===== src/rtl/mem_arb_pkg.sv =====
// Shared encodings and the round-robin pick for the two-master memory arbiter.
package mem_arb_pkg;

    localparam int NUM_MASTERS = 2;

    typedef enum logic [1:0] {
        ST_IDLE  = 2'd0,
        ST_BUSY0 = 2'd1,
        ST_BUSY1 = 2'd2
    } arb_state_t;

    // True when master 1 should own the next transaction; on a tie the master
    // that did not finish last wins.
    function automatic logic pick_m1(input logic v0, input logic v1, input logic last_grant);
        return v1 && (!v0 || !last_grant);
    endfunction

endpackage


===== src/rtl/mem_arb_watchdog.sv =====
// Saturating stall counter; expired is high on the last permitted stalled cycle.
module mem_arb_watchdog #(
    parameter int LIMIT = 256
) (
    input  logic clk,
    input  logic resetn,
    input  logic clear,
    input  logic enable,
    output logic expired
);

    localparam int CW = (LIMIT > 0) ? $clog2(LIMIT + 1) : 1;
    localparam logic [CW-1:0] CMAX = '1;

    logic [CW-1:0] count;

    always_ff @(posedge clk) begin
        if (!resetn || clear)
            count <= '0;
        else if (enable && count != CMAX)
            count <= count + CW'(1);
    end

    // A zero limit disables the watchdog entirely.
    assign expired = (LIMIT != 0) && (count == CW'(LIMIT - 1));

endmodule


===== src/rtl/mem_arbiter_2x1.sv =====
// Round-robin arbiter sharing one picorv32 native memory port between two masters,
// with a watchdog that force-completes stalled transactions.
module mem_arbiter_2x1
    import mem_arb_pkg::*;
#(
    parameter int          TIMEOUT_CYCLES = 256,
    parameter logic [31:0] ERR_RDATA      = 32'hDEADBEEF
) (
    input  logic        clk,
    input  logic        resetn,

    input  logic        m0_valid,
    input  logic        m0_instr,
    input  logic [31:0] m0_addr,
    input  logic [31:0] m0_wdata,
    input  logic [3:0]  m0_wstrb,
    output logic        m0_ready,
    output logic [31:0] m0_rdata,

    input  logic        m1_valid,
    input  logic        m1_instr,
    input  logic [31:0] m1_addr,
    input  logic [31:0] m1_wdata,
    input  logic [3:0]  m1_wstrb,
    output logic        m1_ready,
    output logic [31:0] m1_rdata,

    output logic        s_valid,
    output logic        s_instr,
    output logic [31:0] s_addr,
    output logic [31:0] s_wdata,
    output logic [3:0]  s_wstrb,
    input  logic        s_ready,
    input  logic [31:0] s_rdata,

    output logic        timeout_err
);

    arb_state_t state;
    logic       last_grant;

    logic        busy0, busy1, busy;
    logic        g_valid, g_instr;
    logic [31:0] g_addr, g_wdata;
    logic [3:0]  g_wstrb;
    logic        wd_expired, timed_out, done;

    assign busy0 = (state == ST_BUSY0);
    assign busy1 = (state == ST_BUSY1);
    assign busy  = busy0 || busy1;

    assign g_valid = busy1 ? m1_valid : m0_valid;
    assign g_instr = busy1 ? m1_instr : m0_instr;
    assign g_addr  = busy1 ? m1_addr  : m0_addr;
    assign g_wdata = busy1 ? m1_wdata : m0_wdata;
    assign g_wstrb = busy1 ? m1_wstrb : m0_wstrb;

    // A real s_ready on the limit cycle takes precedence over the forced completion.
    assign timed_out = busy && g_valid && !s_ready && wd_expired;
    assign done      = busy && (!g_valid || s_ready || timed_out);

    mem_arb_watchdog #(
        .LIMIT (TIMEOUT_CYCLES)
    ) u_watchdog (
        .clk     (clk),
        .resetn  (resetn),
        .clear   (!busy || done),
        .enable  (busy && !s_ready),
        .expired (wd_expired)
    );

    always_ff @(posedge clk) begin
        if (!resetn) begin
            state      <= ST_IDLE;
            last_grant <= 1'b1;
        end else begin
            case (state)
                ST_IDLE: begin
                    if (m0_valid || m1_valid)
                        state <= pick_m1(m0_valid, m1_valid, last_grant) ? ST_BUSY1 : ST_BUSY0;
                end
                ST_BUSY0, ST_BUSY1: begin
                    // A dropped request abandons the grant without moving the round-robin pointer.
                    if (!g_valid) begin
                        state <= ST_IDLE;
                    end else if (s_ready || timed_out) begin
                        state      <= ST_IDLE;
                        last_grant <= busy1;
                    end
                end
                default: state <= ST_IDLE;
            endcase
        end
    end

    always_comb begin
        s_valid     = 1'b0;
        s_instr     = 1'b0;
        s_addr      = '0;
        s_wdata     = '0;
        s_wstrb     = '0;
        m0_ready    = 1'b0;
        m0_rdata    = '0;
        m1_ready    = 1'b0;
        m1_rdata    = '0;
        timeout_err = 1'b0;
        if (resetn && busy) begin
            s_valid     = g_valid && !timed_out;
            s_instr     = g_instr;
            s_addr      = g_addr;
            s_wdata     = g_wdata;
            s_wstrb     = g_wstrb;
            timeout_err = timed_out;
            if (busy0) begin
                m0_ready = s_ready || timed_out;
                m0_rdata = timed_out ? ERR_RDATA : s_rdata;
            end else begin
                m1_ready = s_ready || timed_out;
                m1_rdata = timed_out ? ERR_RDATA : s_rdata;
            end
        end
    end

endmodule


===== config.mk =====
export PLATFORM = sky130hd
export DESIGN_NAME = mem_arbiter_2x1
export DESIGN_NICKNAME = d
export VERILOG_FILES = /design/src/rtl/mem_arb_pkg.sv /design/src/rtl/mem_arb_watchdog.sv /design/src/rtl/mem_arbiter_2x1.sv
export SDC_FILE = /design/constraint.sdc
export NUM_CORES = 1
export LEC_CHECK = 0
export ABC_AREA = 1
export BUFFER_PORTS_ARGS = -buffer_cell sky130_fd_sc_hd__buf_2
export CORE_AREA = 2 2 122 124
export CTS_CLUSTER_DIAMETER = 200
export DETAILED_ROUTE_END_ITERATION = 10
export DIE_AREA = 0 0 124 126
export GPL_ROUTABILITY_DRIVEN = 0
export SLEW_MARGIN = 20
export SYNTH_ARGS = -nofsm -noshare
export SYNTH_HDL_FRONTEND = slang
export SYNTH_HIERARCHICAL = 1
export SYNTH_SLANG_ARGS = --single-unit

===== constraint.sdc =====
create_clock -name clk -period 2.3 [get_ports clk]
set_clock_uncertainty 0.1 [all_clocks]
set_input_delay 0.345 -clock clk [delete_from_list [all_inputs] [get_ports clk]]
set_output_delay 0.345 -clock clk [all_outputs]
set_load 0.01 [all_outputs]

==> flow_summary.yaml <==
power_and_ir_drop:
  peakVddDrop_mv: 0.2954
  pwr_density_cell_nw_per_um2: 404.5
  power.leakage_nw: 2.829
place:
  dp.final_hpwl_um: 8614
  place_ws_ns: 0.08974
  port_buffers: 311
run:
  maxCapViolations: 0
grt:
  grt_pass1_vias: 3363
  grt_max_degree: 70
  grt_pass1_wl_um: 15650
  grt_overflow: 0
  antenna_found_initial: 0
  grt_use_total_pct: 12.13
synthesis:
  synth-warning-count: 6
  synthFlopType: "dfxtp_1"
  synth-seq-cells: 12
  synth-edff-count: 0
  synth_area_um2: 2346
  synth_cell_types: 25
  syn_avg_cell_area_um2: 4.739
  synth_seq_area_share_pct: 10.24
  synth_nets: 676
  async_flop_share_pct: 0
  postSynthCellCount: 495
setup_path:
  slowest_delay_ns: 0.35
  cp_max_fo: 6
  worstPathBufferInverterCount: 3
  worst_setup_path_end_kind: "output port"
  reg2reg_slack_ns: 0.24
  crit_chain: "ha_4, nand2_4, nor2_4, and3_4, ha_4, nand3_4, clkbuf_16, nand2_4, inv_2, nor2_2, buf_2"
  critPathTopFamily: "simple AND/OR/NAND/NOR gates"
  path_class: "reg -> out"
  worstPathRequired_ns: 1.86
  arrival_ns: 1.96
  rr_worst_depth: 11
  cp_slowest_cell: "dfxtp_2"
  startpoint_type: "register"
  r2r_start: "u_watchdog/count[1]$_SDFFE_PP0P_"
  reg2reg_to: "u_watchdog/count[8]$_SDFFE_PP0P_"
drt:
  via_count: 4021
  drtIter0Drc: 263
  routed_wl_um: 11580
  wl_per_cell_um: 11.81
  final_antenna_net_count: 0
  drc: 0
  vias_per_cell: 4.099
  firstDrtPassIters: 4
cts:
  cts-root-buf: "clkbuf_16"
  tritoncts: "done"
  cts_made_buffers: 3
  clk_latency_ns: 0.24
  clk_pin_slew_worst_paths_ns: 0.04
  cts.sinks: 12
  clockBufferDepth: 2
  ctsHoldBuffers: 0
  htree_levels: 1
status:
  outcome: "complete, but fails checks"
  violations: "setup timing"
floorplan:
  coreArea_um2: 14310
  rows: 44
  ioPinCount: 312
  start_util_pct: 16.39
  die_y_um: 126
  die_w_um: 124
  die_area_um2: 15620
layout:
  mostFrequentLayoutCells: "buf_2 (311), nand2_1 (172), a21oi_1 (75), nor2_1 (70), inv_1 (38)"
  postLayoutCoreUtil_pct: 31.68
  final_common_cell: "buf_2"
  nNetsFinal: 980
  area_delta_synth_final_pct: 93.28
  antenna_cells: 0
  nFillCells: 1607
  drive_gt1_share_pct: 51.82
timing:
  fin_ws_ns: -0.1083
  tightest_slew_ns: 0.3203
  hold_viol_final: 0
  drv_slew: 0
  fin_crit_ns: 2.408
  setup_tns_ns: -4.737
  slew_headroom_pct: 78.65
  fmax_mhz: 415.2
  setup_viol: 67
  rsz0062_at_grt: "yes"
  period_share_pct: 104.7
hold_path:
  hold_class: "in -> reg"
  hold_path_depth: 2
  worstHoldStart: "resetn"
  min_to: "last_grant$_SDFFE_PN1P_"
-- power breakdown --
group / internal [mW] / switching [mW]
logic: 0.518 / 0.770
clock network: 0.226 / 0.0904
registers: 0.220 / 0.00918
total: 0.965 / 0.869
-- worst max-delay path by stage --
stage                                     start            to  cells after the start
2_1_floorplan  u_watchdog/count[0]$_SDFFE_PP0P_  m0_rdata[11]                     10
3_3_place_gp   u_watchdog/count[0]$_SDFFE_PP0P_   m0_rdata[9]                     11
3_5_place_dp   u_watchdog/count[0]$_SDFFE_PP0P_  m0_rdata[28]                     11
4_1_cts        u_watchdog/count[0]$_SDFFE_PP0P_   m0_rdata[9]                     11
5_1_grt        u_watchdog/count[1]$_SDFFE_PP0P_  m0_rdata[25]                     11
6_report       u_watchdog/count[1]$_SDFFE_PP0P_   m0_rdata[9]                     11
-- synthesized netlist by cell type (2+ instances only) --
master	count	area, um2
a21oi_1	77	385.4
buf_1	4	15.01
buf_2	4	20.02
buf_6	5	56.30
clkbuf_1	18	67.56
dfxtp_1	12	240.2
ha_1	6	75.07
inv_1	54	202.7
inv_2	11	41.29
nand2_1	192	720.7
nand2_2	3	18.77
nand3_1	10	50.05
nand4_1	2	12.51
nor2_1	81	304.0
nor2_2	2	12.51
nor2_4	3	33.78
o21ai_0	3	15.01
-- worst reg2reg max path: cells and delay by family (launching register included) --
family	cells	cell delay [ns]
AO/OA/AOI/OAI	2	0.25
adder cells (fa/ha/maj)	2	0.33
buffers and inverters	2	0.17
flip-flops	1	0.33
AND/OR/NAND/NOR	5	0.79
-- stage by stage --
stage	area, um2	instances	hold slack [ns]	power, mW
after floorplan	2346	495	0.3303	0.9325
after global placement	4141	971	0.3606	1.469
after detailed placement	4141	971	0.3627	1.468
after CTS	4255	974	0.2638	1.812
after global routing	4534	981	0.2746	2.003
final	4534	981	0.2641	1.834
-- flip-flops by register name, summed over array words and instances (netlist names) --
name	cells
last_grant	1
u_watchdog/count	9
state	2
-- cell type report --
type	instances	area [um2]	share of cell area, %
clock buffers	3	75.07	1.656
inverters	65	244.0	5.381
multi-input cells	386	1896	41.80
flip-flops and latches	12	244.0	5.381
well taps	184	230.2	5.077
repair buffers	331	1846	40.70
-- what timing repair did --
action,4_1_cts,5_1_grt
gates cloned,0,5
endpoints found under the setup margin,68,81
resized for setup,7,65
setup buffers,0,2
pin swaps,0,15
-- routing by layer --
layer	routed length [um]	part of all wire (%)	track usage [%]	vias up
li1	-	-	-	2104
met4	195	1.7	3.040	0
met2	5641	49	22.50	169
met1	4818	42	14.37	1729
met3	927	8.0	1.812	19
met5	0	0	0	-
-- kinds of logic after synthesis --
group / Yosys count / share of synthesized area [%]
flip-flops: 12 / 10.24
AND/OR/NAND/NOR: 298 / 51.31
adder cells (fa/ha/maj): 6 / 3.200
AO/OA/AOI/OAI: 82 / 17.76
buffers and inverters: 97 / 17.49
(Power assumes the default switching activity.)
